==> src/rtl/fruit_pkg.sv <==
// Shared types and default constants for the fruit physics engine.
// FRAC_W and V_W are fixed here because the slot struct width depends on them.
package fruit_pkg;

    localparam int unsigned FRAC_W    = 4;
    localparam int unsigned V_W       = 12;
    localparam int unsigned INT_W     = 10;
    localparam int unsigned POS_W     = INT_W + FRAC_W;
    localparam int unsigned G_W       = 8;
    localparam int unsigned DEF_X_MAX = 639;
    localparam int unsigned DEF_Y_MAX = 479;

    typedef enum logic {
        IDLE,
        SWEEP
    } fruit_state_t;

    typedef struct packed {
        logic                  active;
        logic [POS_W-1:0]      x;
        logic [POS_W-1:0]      y;
        logic signed [V_W-1:0] vx;
        logic signed [V_W-1:0] vy;
    } fruit_slot_t;

    // Gravity grows by one unit every four cuts, clipped at g_max.
    function automatic logic [G_W-1:0] gravity(input logic [7:0]  cuts,
                                               input int unsigned g_base,
                                               input int unsigned g_max);
        logic [8:0] sum;
        sum = 9'(g_base) + {3'b000, cuts[7:2]};
        if (sum > 9'(g_max)) begin
            sum = 9'(g_max);
        end
        return sum[G_W-1:0];
    endfunction

endpackage

==> src/rtl/fruit_step.sv <==
// Combinational single-slot integrator: gravity, motion, ceiling clamp, floor miss.
// Side-wall handling depends on FRUIT_BOUNCE_EN (bounce) or its absence (silent kill).
module fruit_step
    import fruit_pkg::*;
#(
    parameter int unsigned X_MAX = DEF_X_MAX,
    parameter int unsigned Y_MAX = DEF_Y_MAX
) (
    input  fruit_slot_t    slot_i,
    input  logic [G_W-1:0] g_i,
    output fruit_slot_t    slot_o,
    output logic           miss_o,
    output logic           kill_o
);

    localparam int unsigned EXT_W = POS_W + 2;
    localparam logic signed [EXT_W-1:0] X_HI = EXT_W'(X_MAX << FRAC_W);
    localparam logic signed [EXT_W-1:0] Y_HI = EXT_W'(Y_MAX << FRAC_W);
    localparam logic signed [V_W-1:0]   V_POS_MAX = {1'b0, {(V_W-1){1'b1}}};
    localparam logic signed [V_W-1:0]   V_NEG_MIN = {1'b1, {(V_W-1){1'b0}}};

    logic signed [V_W:0]     vy_wide;
    logic signed [V_W-1:0]   vy_n;
    logic signed [EXT_W-1:0] x_n;
    logic signed [EXT_W-1:0] y_n;

    always_comb begin
        vy_wide = $signed({slot_i.vy[V_W-1], slot_i.vy})
                + $signed({{(V_W+1-G_W){1'b0}}, g_i});
        if (vy_wide[V_W] != vy_wide[V_W-1]) begin
            vy_n = vy_wide[V_W] ? V_NEG_MIN : V_POS_MAX;
        end else begin
            vy_n = vy_wide[V_W-1:0];
        end

        y_n = $signed({2'b00, slot_i.y}) + $signed({{(EXT_W-V_W){vy_n[V_W-1]}}, vy_n});
        x_n = $signed({2'b00, slot_i.x}) + $signed({{(EXT_W-V_W){slot_i.vx[V_W-1]}}, slot_i.vx});

        slot_o = slot_i;
        miss_o = 1'b0;
        kill_o = 1'b0;

        if (y_n < 0) begin
            slot_o.y  = '0;
            slot_o.vy = '0;
        end else begin
            slot_o.y  = y_n[POS_W-1:0];
            slot_o.vy = vy_n;
        end

        if ((y_n > Y_HI) && (vy_n > 0)) begin
            slot_o.active = 1'b0;
            miss_o        = 1'b1;
            kill_o        = 1'b1;
        end else if ((x_n < 0) || (x_n > X_HI)) begin
`ifdef FRUIT_BOUNCE_EN
            slot_o.x  = (x_n < 0) ? {POS_W{1'b0}} : X_HI[POS_W-1:0];
            slot_o.vx = (slot_i.vx == V_NEG_MIN) ? V_POS_MAX : -slot_i.vx;
`else
            slot_o.active = 1'b0;
            kill_o        = 1'b1;
`endif
        end else begin
            slot_o.x = x_n[POS_W-1:0];
        end
    end

endmodule

==> src/rtl/fruit_pool.sv <==
// Multi-slot fruit engine: serial per-frame sweep, spawn/cut handling, registered read port.
// Optional side-wall bounce is selected with the FRUIT_BOUNCE_EN define (see fruit_step).
module fruit_pool
    import fruit_pkg::*;
#(
    parameter  int unsigned N_FRUITS = 8,
    parameter  int unsigned X_MAX    = DEF_X_MAX,
    parameter  int unsigned Y_MAX    = DEF_Y_MAX,
    parameter  int unsigned G_BASE   = 4,
    parameter  int unsigned G_MAX    = 20,
    localparam int unsigned IDX_W    = $clog2(N_FRUITS)
) (
    input  logic                  Clk,
    input  logic                  Reset_n,
    input  logic                  frame_tick,
    input  logic                  spawn_valid,
    output logic                  spawn_ready,
    input  logic [9:0]            spawn_x,
    input  logic signed [V_W-1:0] spawn_vx,
    input  logic signed [V_W-1:0] spawn_vy,
    output logic [IDX_W-1:0]      spawn_idx,
    input  logic                  cut_valid,
    input  logic [IDX_W-1:0]      cut_idx,
    input  logic [IDX_W-1:0]      rd_idx,
    output logic [9:0]            fruit_x,
    output logic [9:0]            fruit_y,
    output logic                  fruit_active,
    output logic                  miss_pulse,
    output logic [7:0]            cut_count,
    output logic                  busy,
    output logic                  overrun
);

    localparam logic [POS_W-1:0] Y_SPAWN = POS_W'(Y_MAX << FRAC_W);

    fruit_state_t     state_q;
    logic [IDX_W-1:0] ptr_q;
    fruit_slot_t      slots_q [N_FRUITS];
    logic [7:0]       cut_count_q;
    logic             miss_q;
    logic             overrun_q;
    logic             busy_q;
    logic [9:0]       fruit_x_q;
    logic [9:0]       fruit_y_q;
    logic             fruit_active_q;

    logic             free_any;
    logic [IDX_W-1:0] free_idx;
    logic             cut_hit;
    logic             cut_on_ptr;
    logic             spawn_fire;
    fruit_slot_t      spawn_slot;
    fruit_slot_t      step_out;
    logic             step_miss;
    logic             step_kill;
    logic [G_W-1:0]   g_cur;

    always_comb begin
        free_any = 1'b0;
        free_idx = '0;
        for (int unsigned i = 0; i < N_FRUITS; i++) begin
            if (!slots_q[i].active && !free_any) begin
                free_any = 1'b1;
                free_idx = IDX_W'(i);
            end
        end
    end

    always_comb begin
        cut_hit    = cut_valid && (32'(cut_idx) < N_FRUITS) && slots_q[cut_idx].active;
        cut_on_ptr = cut_hit && (cut_idx == ptr_q);
        spawn_fire = spawn_valid && spawn_ready;
        g_cur      = gravity(cut_count_q, G_BASE, G_MAX);

        spawn_slot        = '0;
        spawn_slot.active = 1'b1;
        spawn_slot.x      = {spawn_x, {FRAC_W{1'b0}}};
        spawn_slot.y      = Y_SPAWN;
        spawn_slot.vx     = spawn_vx;
        spawn_slot.vy     = spawn_vy;
    end

    fruit_step #(
        .X_MAX(X_MAX),
        .Y_MAX(Y_MAX)
    ) u_step (
        .slot_i(slots_q[ptr_q]),
        .g_i   (g_cur),
        .slot_o(step_out),
        .miss_o(step_miss),
        .kill_o(step_kill)
    );

    always_ff @(posedge Clk) begin
        if (!Reset_n) begin
            state_q        <= IDLE;
            ptr_q          <= '0;
            cut_count_q    <= '0;
            miss_q         <= 1'b0;
            overrun_q      <= 1'b0;
            busy_q         <= 1'b0;
            fruit_x_q      <= '0;
            fruit_y_q      <= '0;
            fruit_active_q <= 1'b0;
            for (int unsigned i = 0; i < N_FRUITS; i++) begin
                slots_q[i] <= '0;
            end
        end else begin
            miss_q    <= 1'b0;
            overrun_q <= 1'b0;

            case (state_q)
                IDLE: begin
                    if (frame_tick) begin
                        state_q <= SWEEP;
                        ptr_q   <= '0;
                        busy_q  <= 1'b1;
                    end
                end
                SWEEP: begin
                    overrun_q <= frame_tick;
                    // A concurrent cut on this slot pre-empts the integrator result.
                    if (slots_q[ptr_q].active && !cut_on_ptr) begin
                        if (step_kill) begin
                            slots_q[ptr_q].active <= 1'b0;
                        end else begin
                            slots_q[ptr_q] <= step_out;
                        end
                        miss_q <= step_miss;
                    end
                    if (ptr_q == IDX_W'(N_FRUITS - 1)) begin
                        state_q <= IDLE;
                        busy_q  <= 1'b0;
                    end else begin
                        ptr_q <= ptr_q + 1'b1;
                    end
                end
                default: state_q <= IDLE;
            endcase

            if (spawn_fire) begin
                slots_q[free_idx] <= spawn_slot;
            end

            if (cut_hit) begin
                slots_q[cut_idx].active <= 1'b0;
                if (cut_count_q != 8'hFF) begin
                    cut_count_q <= cut_count_q + 8'd1;
                end
            end

            if (32'(rd_idx) < N_FRUITS) begin
                fruit_x_q      <= slots_q[rd_idx].x[POS_W-1:FRAC_W];
                fruit_y_q      <= slots_q[rd_idx].y[POS_W-1:FRAC_W];
                fruit_active_q <= slots_q[rd_idx].active;
            end else begin
                fruit_x_q      <= '0;
                fruit_y_q      <= '0;
                fruit_active_q <= 1'b0;
            end
        end
    end

    assign spawn_ready  = (state_q == IDLE) && free_any;
    assign spawn_idx    = free_idx;
    assign fruit_x      = fruit_x_q;
    assign fruit_y      = fruit_y_q;
    assign fruit_active = fruit_active_q;
    assign miss_pulse   = miss_q;
    assign cut_count    = cut_count_q;
    assign busy         = busy_q;
    assign overrun      = overrun_q;

endmodule
==> config.mk <==
export PLATFORM = sky130hd
export DESIGN_NAME = fruit_pool
export DESIGN_NICKNAME = d
export VERILOG_FILES = /design/src/rtl/fruit_pkg.sv /design/src/rtl/fruit_step.sv /design/src/rtl/fruit_pool.sv
export SDC_FILE = /design/constraint.sdc
export NUM_CORES = 1
export LEC_CHECK = 0
export ABC_AREA = 1
export CAP_MARGIN = 20
export CORE_MARGIN = 2
export CORE_UTILIZATION = 25
export CTS_CLUSTER_SIZE = 30
export DETAILED_ROUTE_END_ITERATION = 12
export GPL_ROUTABILITY_DRIVEN = 0
export PLACE_DENSITY = 0.39
export SYNTH_ARGS = -nofsm -noshare
export SYNTH_HDL_FRONTEND = slang
export SYNTH_SLANG_ARGS = --single-unit
export TNS_END_PERCENT = 20
==> constraint.sdc <==
create_clock -name Clk -period 20.5 [get_ports Clk]
set_clock_uncertainty 0.15 [all_clocks]
set_input_delay 6.15 -clock Clk [delete_from_list [all_inputs] [get_ports Clk]]
set_output_delay 6.15 -clock Clk [all_outputs]
set_load 0.005 [all_outputs]
==> run summary, run 1 <==
Outcome = finished, final reports clean
Crit-path slowest cell = nand2_4
Sw Pwr = 1.019 mW
Clk_lat worst skew = 0.64 ns
First-pass GRT wire length = 130300 um
Final setup margin = 9.869 ns
Max H-tree Level = 2
Avg WL per Cell = 21.31 um
Setup TNS = 0 ns
Max clock buf depth = 3
Logic pwr share = 0.276
Crit path kind = reg2reg
ANT cells = 0
Most common cell after layout, fill and taps aside = nor2_1
Clock network fraction of total power = 0.338
Cells after DPL = 3998
Yosys cell types = 54
Cell Area, Synth = 0.02452 mm^2
Fmax = 94.07 MHz
Post-synth EDFFs = 416
Worst Path Required = 20.45 ns
Max_slew headroom = 0.2695
Syn Area/Cell = 8.771 um^2
Leak = 10.85 nW
Post-route ant nets = 0
Finished layout cell area = 0.02813 mm^2
Most frequent cells in the layout = 543 x nor2_1, 416 x edfxtp_1, 407 x nand2_1, 302 x o21ai_0, 244 x a21oi_1
Sw frac = 0.3592
Post-DP HPWL = 51860 um
Final Slew Violations = 0
Fillers = 10250
Initial antenna violation count = 1
Pwr Total = 2.838 mW
Number of gates resized after CTS = 0
Die Ht = 317.2 um
Core Footprint = 0.09699 mm^2
RSZ-0062 raised after global routing = no
Ys Warns = 0
Final WL = 87450 um
Gr ovfl total = 0
Final hold vios = 0
Die area = 0.1006 mm^2
Via density = 4.917
Layout cells sized above 1 = 0.05271
Worst VDD drop = 0.06200 mV
Residual DRC count = 0
Async S/R FF share, synth = 0
Sequential share of power = 0.386
Sequential area share after synthesis = 0.5478
Worst EP arrival = 10.58 ns
Minimum clock period = 10.63 ns
Post-CTS Setup Bufs = 0
Final core occ = 0.2900
Max FO, Critical Path = 54
Hold WS = 0.3206 ns
Largest net degree at the start of global routing = 83
Number of port buffers = 80
CTS Sinks = 463
Final Cycle Share = 0.5186
Vias in the first global route = 19980
Finished Layout Cells = 4103
Initial Util = 0.2528
PwrDens = 100.9 mW/mm^2
Num ports = 81
Post-synth top flop = edfxtp_1
CTS tree = yes
Reg clk slew, reported paths = 0.06 ns
Final setup viols = 0
Initial drt markers = 1573
Layout area overhead = 14.71%
Die Wd = 317.2 um
Startpoint Class = flop
Worst Hold Class = reg2reg
# hold bufs at CTS = 0
Post-layout nets = 2875
Max-Cap Viols = 0
Least-Margin Pin Slew = 1.096 ns
Post-DP Area = 0.02636 mm^2
Most used cell, CP = nand2_1
CTS Buf Count = 55
Setup crit end kind = flop
Syn Inst Count = 2796
Core Rows = 114
Crit-path max cell delay = 0.85 ns
Gr usage total = 0.1728
Internal = 1.819 mW
Root buffer cell = clkbuf_16
Detailed-route via count = 20170
First-pass DRT Iterations = 5
Dpl ws = 9.246 ns
Yosys reg bits = 463
==> cells in the mapped netlist, types with 6 or more instances <==
| cell type | instances | area, um^2 |
|---|---|---|
| a21oi_1 | 244 | 1221 |
| a22oi_1 | 7 | 52.55 |
| a31oi_1 | 47 | 294.0 |
| a32o_1 | 11 | 110.1 |
| buf_1 | 20 | 75.07 |
| buf_2 | 46 | 230.2 |
| buf_4 | 10 | 75.07 |
| clkbuf_1 | 93 | 349.1 |
| dfxtp_1 | 47 | 940.9 |
| edfxtp_1 | 416 | 12490 |
| ha_1 | 45 | 563.0 |
| inv_1 | 219 | 822.0 |
| inv_2 | 8 | 30.03 |
| mux2i_1 | 13 | 130.1 |
| nand2_1 | 415 | 1558 |
| nand2_4 | 11 | 123.9 |
| nand3_1 | 126 | 630.6 |
| nand4_1 | 12 | 75.07 |
| nor2_1 | 543 | 2038 |
| nor3_1 | 15 | 75.07 |
| nor4_1 | 9 | 56.30 |
| o211ai_1 | 34 | 255.2 |
| o21ai_0 | 302 | 1511 |
| o22ai_1 | 24 | 150.1 |
| or2_2 | 6 | 37.54 |
| xnor2_1 | 6 | 52.55 |
| xor2_1 | 15 | 131.4 |
==> cell type report <==
class	count	area, um^2	area share
Sequential cell	463	13440	0.4778
Multi-Input combinational cell	1931	9529	0.3387
Tap cell	1276	1597	0.05675
Clock buffer	75	1491	0.05302
Timing Repair Buffer	101	965.9	0.03434
Inverter	230	867.1	0.03082
Clock inverter	27	241.5	0.008584
==> final timing paths <==
check	from	to	slack (ns)	cells after the start
hold reg to reg	busy	busy	0.32	2
setup reg to reg	flop	slots_q[0][46]	9.87	40
hold / removal	busy	busy	0.32	2
setup / recovery	flop	slots_q[0][46]	9.87	40
==> cell families after synthesis <==
kind of cell,synth area share
DFF,0.5478
and+or+nand+nor,0.1924
xor gates and xnor gates,0.007500
muxes,0.005306
buffers and inverters,0.06679
AOI/OAI and AO/OA,0.1547
adders and majority gates,0.02541
other,0.0001529
==> worst max-delay path: cells and delay by family (launching register included) <==
family	cells	cell delay, ns
adders and majority gates	5	1.63
and+or+nand+nor	24	4.13
buffers and inverters	6	2.28
AOI/OAI and AO/OA	5	1.09
DFF	1	0.66
==> sequential cells by signal, indices dropped and copies added, names as in the netlist, 3 cells and up, named ones only <==
register / cells
slots_q: 424
cut_count: 8
ptr_q: 3
fruit_x: 10
fruit_y: 10
==> routing by layer <==
metal,vias to the layer above,wire length (um),GRT usage
li1,9564,-,-
met2,549,42010,0.2930
met3,102,3864,0.02009
met4,0,1758,0.04247
met5,-,0,0
met1,9958,39810,0.2347
==> power by group through the flow <==
stage                     sequential (mW)  clock, mW  combinational, mW
final                                1.10      0.961              0.782
after global routing                 1.10       1.02              0.866
after CTS                            1.10      0.985              0.781
after detailed placement             1.12          0              0.777
after global placement               1.11          0              0.777
after floorplan                      1.11          0              0.510
Power figures use the tool's default switching activity.
==> run 2, diff against run 1 <==
==> constraint.sdc (replaced) <==
create_clock -name Clk -period 10.4 [get_ports Clk]
set_clock_uncertainty 0.15 [all_clocks]
set_input_delay 3.12 -clock Clk [delete_from_list [all_inputs] [get_ports Clk]]
set_output_delay 3.12 -clock Clk [all_outputs]
set_load 0.005 [all_outputs]
==> run 2 against run 1 <==
Combinational power is 94% higher. Design area is 0.77% higher. Setup slack worse by 8.3 ns. Clock power is 100% higher. Global-route usage is 0.13 points higher. Count of clock-buffer cells in the layout is 3 higher. Maximum frequency is 20% higher. Hold slack worse by 0.0058 ns. Sequential cell count stayed put. Die area stayed put. Critical path type unchanged.
==> run summary, run 2 (same netlist as run 1, synthesis figures left out) <==
Outcome = finished, final reports clean
Via density = 4.926 (+0.19%)
Final Cycle Share = 0.8499 (+0.3313)
Internal = 3.630 mW (+100%)
Post-layout nets = 2889 (+0.49%)
Initial Util = 0.2528 (unchanged)
Worst R2R Setup Slack = 1.56 ns (-8.31 ns)
Final hold vios = 0 (unchanged)
CP top delay family = simple AND/OR/NAND/NOR gates
Reg with most FFs = slots_q
Detailed-route via count = 20270 (+0.48%)
Final setup viols = 0 (unchanged)
Avg WL per Cell = 21.30 um (about the same)
Final WL = 87650 um (+0.23%)
Max-Cap Viols = 0 (unchanged)
Largest net degree at the start of global routing = 148 (+78%)
Logic pwr share = 0.272 (-0.004)
Reg clk slew, reported paths = 0.06 ns (about the same)
Gr ovfl total = 0 (unchanged)
ANT cells = 0 (unchanged)
Crit. path cell count = 40 (unchanged)
Die area = 0.1006 mm^2 (unchanged)
Worst EP arrival = 9.01 ns (-1.57 ns)
Finished layout cell area = 0.02835 mm^2 (+0.77%)
Setup crit end kind = flop
# hold bufs at CTS = 0 (unchanged)
Initial antenna violation count = 2 (+1)
Max H-tree Level = 2 (unchanged)
Final setup margin = 1.561 ns (-8.308 ns)
RSZ-0062 raised after global routing = no
Post-route ant nets = 0 (unchanged)
Fmax = 113.1 MHz (+20%)
Sw Pwr = 1.967 mW (+93%)
Fillers = 10260 (+0.078%)
Post-DP Area = 0.02649 mm^2 (+0.49%)
Die Ht = 317.2 um (unchanged)
PwrDens = 197.4 mW/mm^2 (+96%)
Layout cells sized above 1 = 0.05706 (+0.004356)
Crit-path max cell delay = 0.76 ns (-0.09 ns)
Dpl ws = 1.566 ns (-7.679 ns)
Pwr Total = 5.597 mW (+97%)
Root buffer cell = clkbuf_16
Number of port buffers = 80 (unchanged)
Max FFs per register = 424 (unchanged)
Leak = 10.93 nW (+0.66%)
Minimum clock period = 8.839 ns (-1.792 ns)
Core Rows = 114 (unchanged)
CTS tree = yes
Num ports = 81 (unchanged)
Vias in the first global route = 20000 (+0.075%)
Die Wd = 317.2 um (unchanged)
CTS Buf Count = 55 (unchanged)
Cells after DPL = 4011 (+0.33%)
Residual DRC count = 0 (unchanged)
Clock network fraction of total power = 0.343 (+0.005)
Initial drt markers = 1708 (+8.6%)
Max_slew headroom = 0.2846 (+0.01509)
Core Footprint = 0.09699 mm^2 (unchanged)
Sw frac = 0.3514 (-0.007724)
Buffers & Inverters on Critical Path = 7 (+1)
Crit-path slowest cell = buf_4
Worst Hold Class = reg2reg
Worst VDD drop = 0.1073 mV (+73%)
Max clock buf depth = 3 (unchanged)
Startpoint Class = flop
Most used cell, CP = nand2_1
Setup TNS = 0 ns (unchanged)
CP Capture Point = slots_q[0][40]
Worst Path Required = 10.57 ns (-9.88 ns)
Least-Margin Pin Slew = 1.073 ns (-0.02263 ns)
Finished Layout Cells = 4115 (+0.29%)
First-pass DRT Iterations = 5 (unchanged)
Post-DP HPWL = 50690 um (-2.2%)
Reg2reg path depth = 40 (unchanged)
CTS Sinks = 463 (unchanged)
Crit path kind = reg2reg
Most common cell after layout, fill and taps aside = nor2_1
Gr usage total = 0.1742 (+0.001310)
Number of gates resized after CTS = 0 (unchanged)
Post-CTS Setup Bufs = 0 (unchanged)
Sequential share of power = 0.385 (about the same)
Max FO, Critical Path = 53 (-1.9%)
Terminus of the critical flop-to-flop path = slots_q[0][40]
Layout area overhead = 15.60%
First-pass GRT wire length = 131900 um (+1.2%)
Final Slew Violations = 0 (unchanged)
Clk_lat worst skew = 0.62 ns (-0.02 ns)
Most frequent cells in the layout = 543 x nor2_1, 416 x edfxtp_1, 407 x nand2_1, 302 x o21ai_0, 244 x a21oi_1
run 2: cell count changes in the layout (fill, tap and decap cells not counted), sizes merged:
cell	delta
buf	+14
clkinv	-11
clkbuf	+3
bufinv	+1
clkinvlp	+7
inv	-2
run 2: per-stage QoR:
stage,hold WS [ns],util
after floorplan,0.3053,-
after global placement,0.3105,0.2728
after detailed placement,0.3123,0.2731
after global routing,0.3558,0.2923
final,0.3147,0.2923
after CTS,0.3217,0.2912
run 2: worst min-delay path by stage:
stage	start	endpoint	slack [ns]	depth (start not counted)
global route	busy	busy	0.36	2
floorplan	busy	busy	0.31	2
finish	busy	busy	0.31	2
global placement	busy	busy	0.31	2
CTS	busy	busy	0.32	2
detailed placement	busy	busy	0.31	2
run 2: layout make-up:
type / instances / area, um^2 / share of cell area
sequential: 463 / 13440 / 0.4741
tap: 1276 / 1597 / 0.05632
clock buffer: 78 / 1535 / 0.05416
multi-input combinational: 1931 / 9529 / 0.3361
timing repair buffer: 115 / 1156 / 0.04078
inverter: 230 / 867.1 / 0.03059
clock inverter: 22 / 224.0 / 0.007900
run 2: worst reg2reg max path, delay by kind of cell, from the launching register on:
kind / cells / cell delay, ns
AO/OA/AOI/OAI: 3 / 0.80
adder cells (fa/ha/maj): 5 / 1.64
buffers and inverters: 7 / 2.67
flip-flops: 1 / 0.42
AND/OR/NAND/NOR: 25 / 2.88
run 2: power groups by stage:
stage / Clock (mW) / Sequential (mW) / Combinational, mW
global placement: 0 / 2.19 / 1.52
detailed placement: 0 / 2.20 / 1.52
global route: 2.04 / 2.16 / 1.70
finish: 1.92 / 2.16 / 1.52
CTS: 1.97 / 2.16 / 1.52
floorplan: 0 / 2.18 / 1.00
run 2: metal layers:
layer / wire length (um) / GRT usage
met5: 0 / 0
met4: 1419 / 0.03831
met3: 3751 / 0.02100
met2: 42320 / 0.2970
met1: 40150 / 0.2362
